File: src/rtl/quad_step_decoder.sv
// Quadrature front end: synchronises and debounces the A/B encoder phases, then
// decodes each accepted Gray-code change into a step pulse, a direction and a position count.
//
// init | meaning
// 0    | no level accepted since reset; the next accepted level only seeds ab_f
// 1    | ab_f holds a trusted reference; accepted changes are decoded into steps
module quad_step_decoder #(
    parameter int CNT_W = 4,
    parameter int FILT  = 2
) (
    input  logic             clk,
    input  logic             rst,
    input  logic             A,
    input  logic             B,
    input  logic             clr,
    output logic             step,
    output logic             S,
    output logic [CNT_W-1:0] cnt,
    output logic             Rc,
    output logic             err
);
    localparam int                SC_W    = 4;
    localparam logic [SC_W-1:0]   FILT_SC = SC_W'(FILT);
    localparam logic [CNT_W-1:0]  CNT_MAX = '1;

    logic [1:0]      s1;
    logic [1:0]      s2;
    logic [1:0]      ab_s;
    logic [1:0]      ab_c;
    logic [1:0]      ab_f;
    logic [SC_W-1:0] sc;
    logic            init;
    logic            accept;
    logic [1:0]      idx_new;
    logic [1:0]      idx_old;
    logic [1:0]      delta;

    // Position of a phase pair along the quadrature cycle 00 -> 01 -> 11 -> 10.
    function automatic logic [1:0] gray_idx(input logic [1:0] ab);
        case (ab)
            2'b00:   gray_idx = 2'd0;
            2'b01:   gray_idx = 2'd1;
            2'b11:   gray_idx = 2'd2;
            default: gray_idx = 2'd3;
        endcase
    endfunction

    always_ff @(posedge clk or negedge rst) begin
        if (!rst) begin
            s1 <= 2'b00;
            s2 <= 2'b00;
        end else begin
            s1 <= {A, B};
            s2 <= s1;
        end
    end

    assign ab_s = s2;

    // sc counts how long ab_s has matched the candidate; it saturates at FILT.
    always_ff @(posedge clk or negedge rst) begin
        if (!rst) begin
            ab_c <= 2'b00;
            sc   <= '0;
        end else if (ab_s != ab_c) begin
            ab_c <= ab_s;
            sc   <= SC_W'(1);
        end else if (sc < FILT_SC) begin
            sc <= sc + SC_W'(1);
        end
    end

    assign accept  = (ab_s == ab_c) && (sc == FILT_SC) && (!init || (ab_c != ab_f));
    assign idx_new = gray_idx(ab_c);
    assign idx_old = gray_idx(ab_f);
    assign delta   = idx_new - idx_old;

    always_ff @(posedge clk or negedge rst) begin
        if (!rst) begin
            ab_f <= 2'b00;
            init <= 1'b0;
        end else if (accept) begin
            ab_f <= ab_c;
            init <= 1'b1;
        end
    end

    // The first accepted level after reset is the encoder's resting position, not motion.
    always_ff @(posedge clk or negedge rst) begin
        if (!rst) begin
            step <= 1'b0;
            S    <= 1'b1;
            cnt  <= '0;
            err  <= 1'b0;
        end else begin
            step <= 1'b0;
            if (accept && init) begin
                case (delta)
                    2'd1: begin
                        step <= 1'b1;
                        S    <= 1'b1;
                        cnt  <= cnt + CNT_W'(1);
                    end
                    2'd3: begin
                        step <= 1'b1;
                        S    <= 1'b0;
                        cnt  <= cnt - CNT_W'(1);
                    end
                    2'd2:    err <= 1'b1;
                    default: ;
                endcase
            end
            if (clr) begin
                cnt <= '0;
                err <= 1'b0;
            end
        end
    end

    assign Rc = (S && (cnt == CNT_MAX)) || (!S && (cnt == '0));

endmodule

File: config.mk
export PLATFORM = sky130hd
export DESIGN_NAME = quad_step_decoder
export DESIGN_NICKNAME = d
export VERILOG_FILES = /design/src/rtl/quad_step_decoder.sv
export SDC_FILE = /design/constraint.sdc
export NUM_CORES = 1
export LEC_CHECK = 0
export BUFFER_PORTS_ARGS = -buffer_cell sky130_fd_sc_hd__buf_2
export CAP_MARGIN = 20
export CORE_UTILIZATION = 56
export CTS_CLUSTER_DIAMETER = 30
export DETAILED_ROUTE_END_ITERATION = 8
export GPL_ROUTABILITY_DRIVEN = 0
export GPL_TIMING_DRIVEN = 0
export HOLD_SLACK_MARGIN = 0.06
export PLACE_DENSITY = 0.77
export SYNTH_ARGS = -nofsm -noshare
export SYNTH_HDL_FRONTEND = slang
export SYNTH_SLANG_ARGS = --single-unit
File: constraint.sdc
create_clock -name clk -period 3.2 [get_ports clk]
set_input_delay 0.96 -clock clk [delete_from_list [all_inputs] [get_ports clk]]
set_output_delay 0.96 -clock clk [all_outputs]
set_load 0.005 [all_outputs]
# Word level (Yosys, flattened, before mapping)
# Cells that the tools add are included.
[totals]
regBits = 20
latchBits = 0
ram_bits = 0
romBits = 0
input_bits = 5
output_inout_bits = 8
word_cells = 61
mem_count = 0
[op_classes]
add_sub_neg = 4
multipliers = 0
div = 0
n_lt_le_gt_ge = 1
eq_ne = 12
shift = 0
n_mux = 13
n_bitwise = 0
n_reduce_logical = 21
[op_table]
columns = ["cell", "n"]
rows = [
  ["4-bit two-way mux", 4],
  ["2-bit case mux with 3 select lines", 2],
  ["4-bit by 1-bit adder with 4-bit output (second input constant)", 2],
  ["2-bit == test (second input constant)", 4],
  ["4-bit case mux with 2 select lines", 1],
  ["2-bit nonzero test", 4],
  ["2-bit by 1-bit == test with 1-bit output (second input constant)", 3],
  ["2-bit AND reduction", 3],
  ["1-bit logical AND", 5],
  ["1-bit two-way mux", 5],
  ["4-bit by 2-bit == test with 1-bit output (second input constant)", 1],
  ["4-bit == test (second input constant)", 1],
  ["2-bit logical NOT", 2],
  ["4-bit logical NOT", 1],
  ["4-bit by 2-bit less-than comparator with 1-bit output (second input constant)", 1],
  ["2-bit != test", 2],
  ["4-bit by 1-bit subtractor with 4-bit output (second input constant)", 1],
  ["3-bit nonzero test", 1],
  ["2-bit == test", 1],
  ["1-bit logical NOT", 2],
  ["1-bit logical OR", 2],
  ["1-bit case mux with 2 select lines", 1],
  ["2-bit OR reduction", 1],
  ["2-bit subtractor", 1],
]

# Depth between registers and ports, before layout
# Gate-level depths: netlist of the first run.
[depth]
ltp_word = 7
depth_mapped = 13
mapped_depth_nobuf = 13

# Worst setup path before layout of the first run
# No wires, ideal clock.
[synth_timing]
path_kind = "reg-to-reg"
startpoint = "register ab_c[0]"
endpoint = "register cnt[3]"
setup_time_ns = 0.146
t_arrival_ns = 2.527
required_ns = 3.054
slack_ns = 0.527
stages_incl_launch_ff = 13
path_buffers = 0
period_less_slack_ns = 2.673
path_cell_list = "dfrtp_1 > inv_1 > ha_1 > ha_1 > xnor3_1 > or2_2 > inv_1 > ha_1 > o21a_1 > nor2_1 > nor4b_1 > a31oi_1 > o311ai_0"
[synth_between]
elab_chain_cells = 7
word_cells_on_any_way = 19
classes_between = "1 x add/sub; 6 x eq/ne; 4 x mux; 8 x reduce/logical"
[synth_rtl]
columns = ["element", "line_no", "rtl"]
rows = [
  ["from (decl)", "29", "logic [1:0] ab_c;"],
  ["from (signal assigned)", "66", "ab_c <= ab_s;"],
  ["2-bit == test, or another cell as far along", "40", "case (ab)"],
  ["2-bit case mux with 3 select lines", "40", ""],
  ["2-bit subtractor", "76", "assign delta = idx_new - idx_old;"],
  ["2-bit == test / 2-bit by 1-bit == test with 1-bit output (equally long branches)", "98", "case (delta)"],
  ["4-bit case mux with 2 select lines", "98", ""],
  ["4-bit two-way mux", "97", "if (accept && init) begin"],
  ["4-bit two-way mux", "113", "if (clr) begin"],
  ["to (signal assigned)", "102", "cnt <= cnt + CNT_W'(1);"],
  ["to (signal assigned)", "107", "cnt <= cnt - CNT_W'(1);"],
  ["to (decl)", "18", "output logic [CNT_W-1:0] cnt,"],
]
# Several ways; a longest one is shown, not always the timed one. The select of a mux whose other input is x is not followed.
# A chain may end at the register's enable or synchronous reset.

# Final worst setup path of the first run
# Same ends and word-level chain as after synthesis.

==> metrics.csv, run 1 <==
metric,value,unit
postCtsHoldBufs,0,
initial_core_util,0.613,
drv_slew,0,
avgSynthCellArea,10.9,µm²
htreeDepth,1,
coreArea,0.00176,mm²
hold_viol,0,
vias_per_cell,5.49,
mostFrequentLayoutCells,"dfrtp_1, nor2_1, buf_2",
worstSetupPathType,flop to flop,
placed_area,0.00117,mm²
slew_headroom,0.701,
die_area,0.00211,mm²
cts_tree,built,
use_met3,0.0357,
portBuffers,11,
ys_ff_latch,20,
rsz0062_at_grt,no,
period_needed,2.97,ns
rows,15,
worstMarginPinSlew,0.448,ns
leakagePower,0.596,nW
cts.repair.resized,0,
yosys_warnings,0,
critPathLaunchType,flop,
clockRootBuffer,clkbuf_4,
fin_crit_sh,0.929,
design_area,0.00120,mm²
yosysTopAreaCell,dfrtp_1,
synthArstFlopShare,1.00,
synth_top_area_frac,0.439,
power,687,µW
die_h,46.0,µm
fp.dieW,46.0,µm
status,completed,
synth_cell_types,38,
hold_path.class,flop to flop,
crit_fanout,6,
hpwlAfterDp,1390,µm
r2r_slack,0.23,ns
busiest_layer,met2,
layout_commonest_cell,dfrtp_1,
yosys-top-cells-area,"dfrtp_1, ha_1, nor2_1, xnor2_2, dfstp_2",
cts.sinks,20,
clk_latency,0.30,ns
area_growth,11.3,%
finClkSkew,0.000960,ns
grt_first_pass_wirelength,2980,µm
setup_viol,0,
drt_iter0_drc,19,
cp.required,3.37,ns
power_density,570,mW/mm²
fin_tns_setup,0,ns
yosys_most_used_dff,dfrtp_1,
synth_area,0.00108,mm²
max_freq,337,MHz
ir_drop,0.306,mV
drt_pass1_iterations,6,
fin_nets,129,
drc,0,
grt_util_met1,0.266,
numCtsBuffers,3,
synth-seq-area-share,0.464,
grt_pass1_vias,688,
synth_cells,99,
grt_start_max_net_pins,21,
diodes,0,
cts.path.max_buffers,2,
synth_nets,113,
synth_edf_count,0,
routedWlPerCell,13.3,µm
path_clk_slew,0.11,ns
grt_use_total,0.205,
post_cts_buffers,0,
maxCapViolCount,0,
antenna_left,0,
grt_antenna_before_repair,0,
ios,13,
wl,1850,µm
cp.arrival,3.14,ns
drive_gt1_frac,0.211,
crit_path_end_kind,flop,
detailroute.via_count,763,
grt.overflow.total,0,
use_met2,0.341,
## through the flow
stage               worst slack [ns]  hold slack, ns  instances   util
floorplan                      0.527           0.331         99      -
global placement               0.330           0.331        135  0.662
detailed placement             0.254           0.336        135  0.662
CTS                            0.231           0.363        139  0.683
global route                  0.0203           0.355        139  0.683
finish                         0.229           0.358        139  0.683
## path summary, 6_finish.rpt
| kind | startpoint | to | depth (start not counted) |
|---|---|---|---|
| min reg2reg | s1[0] | ab_s[0] | 0 |
| max | ab_c[0] | cnt[3] | 12 |
| max in group asynchronous | rst | S | 1 |
| max reg2reg | ab_c[0] | cnt[3] | 12 |
| min in group asynchronous | rst | sc[3] | 1 |
| min | s1[0] | ab_s[0] | 0 |
## critical path: stages, from the launching register on
cell	delay, ns
dfrtp_1	0.46
inv_1	0.08
ha_1	0.31
ha_1	0.21
xnor3_1	0.45
or2_2	0.35
inv_1	0.09
ha_1	0.28
o21a_1	0.13
nor2_1	0.13
nor4b_1	0.07
a31oi_1	0.13
o311ai_0	0.14
## synth_stat cells (2+ instances only)
cell type and count:
a31oi_1 2, clkbuf_1 3, dfrtp_1 19, ha_1 9, inv_1 5, mux2_2 2
nand2_1 4, nand2b_1 2, nand3_1 2, nor2_1 12, nor2b_1 2, nor3_1 5
nor4b_1 2, o21a_1 2, xnor2_1 3, xnor2_2 2, xor2_1 2
## power breakdown
part | switching [mW] | internal [mW] | leakage, nW
logic | 0.133 | 0.101 | 0.321
registers | 0.0265 | 0.278 | 0.254
clock network | 0.0785 | 0.0695 | 0.0210
total | 0.238 | 0.449 | 0.596
## cells by family (layout without fill, tap and decap cells)
kind of cell,count (synthesis),after routing,share of synthesized area
simple gates,40,40,0.214
xor+xnor,8,8,0.0913
mux,3,3,0.0301
fa+ha+maj,9,9,0.104
flops,20,20,0.464
compound gates,10,10,0.0647
buf+inv,9,24,0.0324
## area by class of cell
| class | instances | area (µm²) |
|---|---|---|
| fill | 150 | 559 |
| multi-input combinational | 70 | 546 |
| sequential | 20 | 502 |
| timing repair buffer | 11 | 55.1 |
| clock buffer | 4 | 36.3 |
| tap | 25 | 31.3 |
| inverter | 5 | 18.8 |
| buffer | 4 | 16.3 |
## flip-flops by register name, indices dropped and copies added (netlist names)
register and flops:
S 1, ab_c 2, cnt 4, s1 2, ab_f 2, init 1
sc 4, err 1, step 1, ab_s 2
## routing by layer
metal	vias up	wire, µm
met2	15	917
met5	-	0
li1	373	-
met4	0	29
met1	371	847
met3	4	55
Power figures use the tool's default switching activity.
==> inputs of run 2 (changes only) <==
--- a/config.mk
+++ b/config.mk
@@ -7,13 +7,13 @@
 export LEC_CHECK = 0
 export BUFFER_PORTS_ARGS = -buffer_cell sky130_fd_sc_hd__buf_2
 export CAP_MARGIN = 20
-export CORE_UTILIZATION = 56
+export CORE_UTILIZATION = 50
 export CTS_CLUSTER_DIAMETER = 30
 export DETAILED_ROUTE_END_ITERATION = 8
 export GPL_ROUTABILITY_DRIVEN = 0
 export GPL_TIMING_DRIVEN = 0
 export HOLD_SLACK_MARGIN = 0.06
-export PLACE_DENSITY = 0.77
+export PLACE_DENSITY = 0.7
 export SYNTH_ARGS = -nofsm -noshare
 export SYNTH_HDL_FRONTEND = slang
 export SYNTH_SLANG_ARGS = --single-unit
==> metrics.csv, run 2 (same netlist as run 1, synthesis figures left out) <==
metric,value,unit,change
fin_tns_setup,0,ns,unchanged
worstMarginPinSlew,0.479,ns,was 0.448 ns
maxCapViolCount,0,,unchanged
rows,16,,was 15
grt_start_max_net_pins,21,,unchanged
period_needed,2.96,ns,was 2.97 ns
hp-start,s1[1],,was s1[0]
path_clk_slew,0.12,ns,was 0.11 ns
leakagePower,0.603,nW,was 0.596 nW
crit_top_cell,ha_1,,unchanged
pwr-share-comb,0.309,,was 0.341
hpwlAfterDp,1320,µm,was 1390 µm
power,740,µW,was 687 µW
portBuffers,11,,unchanged
grt_antenna_before_repair,0,,unchanged
drv_slew,0,,unchanged
mostFrequentLayoutCells,"dfrtp_1, nor2_1, buf_2",,unchanged
setup_slack,0.245,ns,was 0.229 ns
clk_latency,0.30,ns,about the same
grt_use_total,0.176,,was 0.205
ir_drop,0.347,mV,was 0.306 mV
r2r_start,ab_c[0],,unchanged
rsz0062_at_grt,no,,unchanged
cts_tree,built,,unchanged
layout_commonest_cell,dfrtp_1,,unchanged
postCtsHoldBufs,0,,unchanged
drc,0,,unchanged
power.share.clock,0.279,,was 0.216
routedWlPerCell,12.6,µm,was 13.3 µm
critPathSlowestCell,dfrtp_1,,unchanged
diodes,0,,unchanged
swShare,0.317,,was 0.346
seqPwrFrac,0.412,,was 0.444
setup_viol,0,,unchanged
cp.required,3.36,ns,was 3.37 ns
vias_per_cell,5.55,,was 5.49
slew_headroom,0.678,,was 0.701
power_density,605,mW/mm²,was 570 mW/mm²
cts.repair.resized,0,,unchanged
coreArea,0.00200,mm²,was 0.00176 mm²
pre_cts_slack,0.278,ns,was 0.254 ns
grt_first_pass_wirelength,3210,µm,was 2980 µm
max_freq,338,MHz,was 337 MHz
reg_top3,"cnt (4), sc (4)",,unchanged
drt_iter0_drc,12,,was 19
clockRootBuffer,clkbuf_4,,unchanged
crit_fanout,6,,unchanged
die_area,0.00235,mm²,was 0.00211 mm²
ios,13,,unchanged
worstSetupPathType,flop to flop,,unchanged
grt.overflow.total,0,,unchanged
cts.sinks,20,,unchanged
hold_path.class,flop to flop,,unchanged
fin_nets,129,,unchanged
path_buf_inv,2,,unchanged
fin_crit_sh,0.923,,was 0.929
crit_path_end_kind,flop,,unchanged
fillers,183,,was 150
critical_path.startpoint,ab_c[0],,unchanged
detailroute.via_count,782,,was 763
status,completed,,unchanged
cp.arrival,3.12,ns,was 3.14 ns
power.net_switching,234,µW,was 238 µW
drive_gt1_frac,0.211,,unchanged
cts.path.max_buffers,2,,unchanged
worstPathCellList,inv_1 -> ha_1 -> ha_1 -> xnor3_1 -> or2_2 -> inv_1 -> ha_1 -> o21a_1 -> nor2_1 -> nor4b_1 -> a31oi_1 -> o311ai_0,,unchanged
critPathTopFamily,adder cells,,unchanged
initial_core_util,0.541,,was 0.613
fp.dieW,48.5,µm,was 46.0 µm
utilization,0.611,,was 0.683
post_cts_buffers,0,,unchanged
drt_pass1_iterations,4,,was 6
grt_pass1_vias,739,,was 688
die_h,48.5,µm,was 46.0 µm
hold_viol,0,,unchanged
numCtsBuffers,3,,unchanged
wl,1780,µm,was 1850 µm
htreeDepth,1,,unchanged
area_growth,13.1,%,was 11.3%
critPathLaunchType,flop,,unchanged
finClkSkew,0.00486,ns,was 0.000960 ns
antenna_left,0,,unchanged
worst_path_largest_cell_delay,0.47,ns,was 0.46 ns
internal_power,506,µW,was 449 µW
==> run 2: cell types whose count changed in the layout (fill, tap and decap cells not counted), sizes merged <==
cell    delta
bufinv     +1
clkbuf     -1
==> run 2: layout make-up <==
class | instances | area, µm² | area share
multi-input cells | 70 | 546 | 0.446
inverters | 5 | 18.8 | 0.0153
repair buffers | 11 | 55.1 | 0.0450
clock buffers | 3 | 22.5 | 0.0184
plain buffers | 4 | 16.3 | 0.0133
well taps | 27 | 33.8 | 0.0276
clock inverters | 1 | 30.0 | 0.0245
flip-flops and latches | 20 | 502 | 0.410
==> run 2: layer usage <==
metal  GRT usage  routed length, µm  up-vias
met1       0.243                796      382
met2       0.279                879       20
met5           0                  0        -
li1            -                  -      378
met3      0.0377                 90        2
met4      0.0539                 13        0
==> run 2: path summary, 6_finish.rpt <==
check                      slack, ns      end  depth (start not counted)
hold / removal                  0.36  ab_s[1]                          0
max in group asynchronous       2.29        S                          1
min in group asynchronous       0.58  ab_f[0]                          1
setup reg to reg                0.24   cnt[3]                         12
hold reg to reg                 0.36  ab_s[1]                          0
setup / recovery                0.24   cnt[3]                         12
==> run 2: power by group through the flow <==
stage	clock network [mW]	registers (mW)	logic, mW
after floorplan	0	0.304	0.182
after global placement	0	0.308	0.220
after detailed placement	0	0.310	0.230
after CTS	0.208	0.305	0.233
after global routing	0.220	0.310	0.257
final	0.206	0.305	0.229
==> run 2: metrics by stage <==
step	area, µm²	cells	hold WS (ns)
after floorplan	1080	99	0.331
after global placement	1170	137	0.332
after detailed placement	1170	137	0.338
after CTS	1220	141	0.365
after global routing	1220	141	0.375
final	1220	141	0.364
==> run 2: worst reg2reg max path, cell delays in order (launching register included) <==
cell,delay [ns]
dfrtp_1,0.47
inv_1,0.08
ha_1,0.30
ha_1,0.19
xnor3_1,0.45
or2_2,0.34
inv_1,0.08
ha_1,0.27
o21a_1,0.12
nor2_1,0.12
nor4b_1,0.07
a31oi_1,0.16
o311ai_0,0.16
==> inputs of run 3 (changes only) <==
--- a/config.mk
+++ b/config.mk
@@ -5,7 +5,7 @@
 export SDC_FILE = /design/constraint.sdc
 export NUM_CORES = 1
 export LEC_CHECK = 0
-export BUFFER_PORTS_ARGS = -buffer_cell sky130_fd_sc_hd__buf_2
+export BUFFER_PORTS_ARGS = -buffer_cell sky130_fd_sc_hd__clkbuf_2
 export CAP_MARGIN = 20
 export CORE_UTILIZATION = 50
 export CTS_CLUSTER_DIAMETER = 30
==> metrics.csv, run 3 (same netlist as run 1, synthesis figures left out) <==
metric,value,unit,change
grt.overflow.total,0,,unchanged
fin_crit_sh,0.916,,was 0.923
cp.arrival,3.11,ns,was 3.12 ns
power.share.clock,0.283,,was 0.279
clk_latency,0.31,ns,was 0.30 ns
clockRootBuffer,clkbuf_4,,unchanged
fp.dieW,48.5,µm,unchanged
crit_path_end_kind,flop,,unchanged
coreArea,0.00200,mm²,unchanged
power_density,608,mW/mm²,was 605 mW/mm²
mostFrequentLayoutCells,"dfrtp_1, nor2_1, clkbuf_2",,"was dfrtp_1, nor2_1, buf_2"
critical_path.startpoint,ab_c[0],,unchanged
setup_slack,0.269,ns,was 0.245 ns
critPathTopFamily,adder cells,,unchanged
drive_gt1_frac,0.219,,was 0.211
layout_commonest_cell,dfrtp_1,,unchanged
grt_start_max_net_pins,21,,unchanged
period_needed,2.93,ns,was 2.96 ns
worstSetupPathType,flop to flop,,unchanged
worst_path_largest_cell_delay,0.45,ns,was 0.47 ns
cts_tree,built,,unchanged
slew_headroom,0.668,,was 0.678
max_freq,341,MHz,was 338 MHz
drt_iter0_drc,12,,unchanged
grt_first_pass_wirelength,3350,µm,was 3210 µm
wl,1890,µm,was 1780 µm
seqPwrFrac,0.410,,was 0.412
area_growth,13.2,%,was 13.1%
htreeDepth,1,,unchanged
fin_tns_setup,0,ns,unchanged
worstPathCellList,inv_1 -> ha_1 -> ha_1 -> xnor3_1 -> or2_2 -> inv_1 -> ha_1 -> o21a_1 -> nor2_1 -> nor4b_1 -> a31oi_1 -> o311ai_0,,unchanged
post-place-cells,137,,unchanged
fillers,180,,was 183
path_clk_slew,0.12,ns,about the same
portBuffers,11,,unchanged
finClkSkew,0.00627,ns,was 0.00486 ns
fin_nets,129,,unchanged
drc,0,,unchanged
ios,13,,unchanged
hpwlAfterDp,1310,µm,was 1320 µm
pwr-share-comb,0.307,,was 0.309
rsz0062_at_grt,no,,unchanged
grt_use_total,0.187,,was 0.176
antenna_left,0,,unchanged
cts.sinks,20,,unchanged
hold-worst-slack,0.356,ns,was 0.364 ns
crit_top_cell,ha_1,,unchanged
cts.path.max_buffers,2,,unchanged
path_buf_inv,2,,unchanged
diodes,0,,unchanged
die_area,0.00235,mm²,unchanged
leakagePower,0.597,nW,was 0.603 nW
vias_per_cell,5.50,,was 5.55
routedWlPerCell,13.4,µm,was 12.6 µm
die_h,48.5,µm,unchanged
drv_slew,0,,unchanged
swShare,0.322,,was 0.317
stdcell_count,141,,unchanged
internal_power,505,µW,was 506 µW
status,completed,,unchanged
placed_area,0.00117,mm²,unchanged
design_area,0.00122,mm²,about the same
power.net_switching,240,µW,was 234 µW
detailroute.via_count,775,,was 782
r2r_start,ab_c[0],,unchanged
power,745,µW,was 740 µW
initial_core_util,0.541,,unchanged
post_cts_buffers,0,,unchanged
rows,16,,unchanged
grt_pass1_vias,722,,was 739
grt_antenna_before_repair,0,,unchanged
maxCapViolCount,0,,unchanged
setup_viol,0,,unchanged
critPathLaunchType,flop,,unchanged
utilization,0.612,,was 0.611
cp.required,3.38,ns,was 3.36 ns
crit_fanout,6,,unchanged
numCtsBuffers,3,,unchanged
ir_drop,0.311,mV,was 0.347 mV
hold_path.class,flop to flop,,unchanged
drt_pass1_iterations,4,,unchanged
pre_cts_slack,0.281,ns,was 0.278 ns
worstMarginPinSlew,0.498,ns,was 0.479 ns
reg_top3,"cnt (4), sc (4)",,unchanged
critPathSlowestCell,xnor3_1,,was dfrtp_1
hp-start,s1[0],,was s1[1]
hold_viol,0,,unchanged
[run 3: cell count changes in the layout (fill, tap and decap cells not counted)]
cell / change
buf_2: -11
clkbuf_2: +11
dfrtp_1: -1
dfrtp_2: +1
[run 3: final cells by class]
cell class,count,area (µm²),share of cell area
multi-input cells,70,546,0.445
flip-flops and latches,20,503,0.411
repair buffers,11,55.1,0.0449
well taps,27,33.8,0.0276
clock inverters,1,30.0,0.0245
clock buffers,3,22.5,0.0184
inverters,5,18.8,0.0153
plain buffers,4,16.3,0.0133
[run 3: what timing repair did]
action / in CTS / in global routing
resized for setup: 0 / 1
endpoints found under the setup margin: 0 / 1
hold buffers: 0 / 0
[run 3: power groups by stage]
stage / clock network [mW] / registers, mW / logic [mW]
after detailed placement: 0 / 0.311 / 0.228
after global placement: 0 / 0.308 / 0.220
final: 0.211 / 0.305 / 0.229
after CTS: 0.210 / 0.306 / 0.230
after global routing: 0.223 / 0.313 / 0.259
after floorplan: 0 / 0.304 / 0.182
[run 3: per-layer routing]
metal  up-vias  wire (µm)  track usage
met1       373        880        0.270
met4         0         21       0.0588
met2        23        902        0.291
met5         -          0            0
li1        375          -            -
met3         4         83       0.0283
[run 3: final timing paths]
| check | to | slack (ns) | cells after the start |
|---|---|---|---|
| hold reg to reg | ab_s[0] | 0.36 | 0 |
| setup reg to reg | cnt[3] | 0.27 | 12 |
| min in group asynchronous | ab_c[1] | 0.59 | 1 |
| setup / recovery | cnt[3] | 0.27 | 12 |
| max in group asynchronous | ab_c[0] | 2.25 | 1 |
| hold / removal | ab_s[0] | 0.36 | 0 |
[run 3: worst reg2reg max path, stage by stage, from the launching register on]
cell and delay [ns]:
dfrtp_2 0.44, inv_1 0.07, ha_1 0.29, ha_1 0.19
xnor3_1 0.45, or2_2 0.35, inv_1 0.08, ha_1 0.27
o21a_1 0.13, nor2_1 0.16, nor4b_1 0.08, a31oi_1 0.14
o311ai_0 0.15
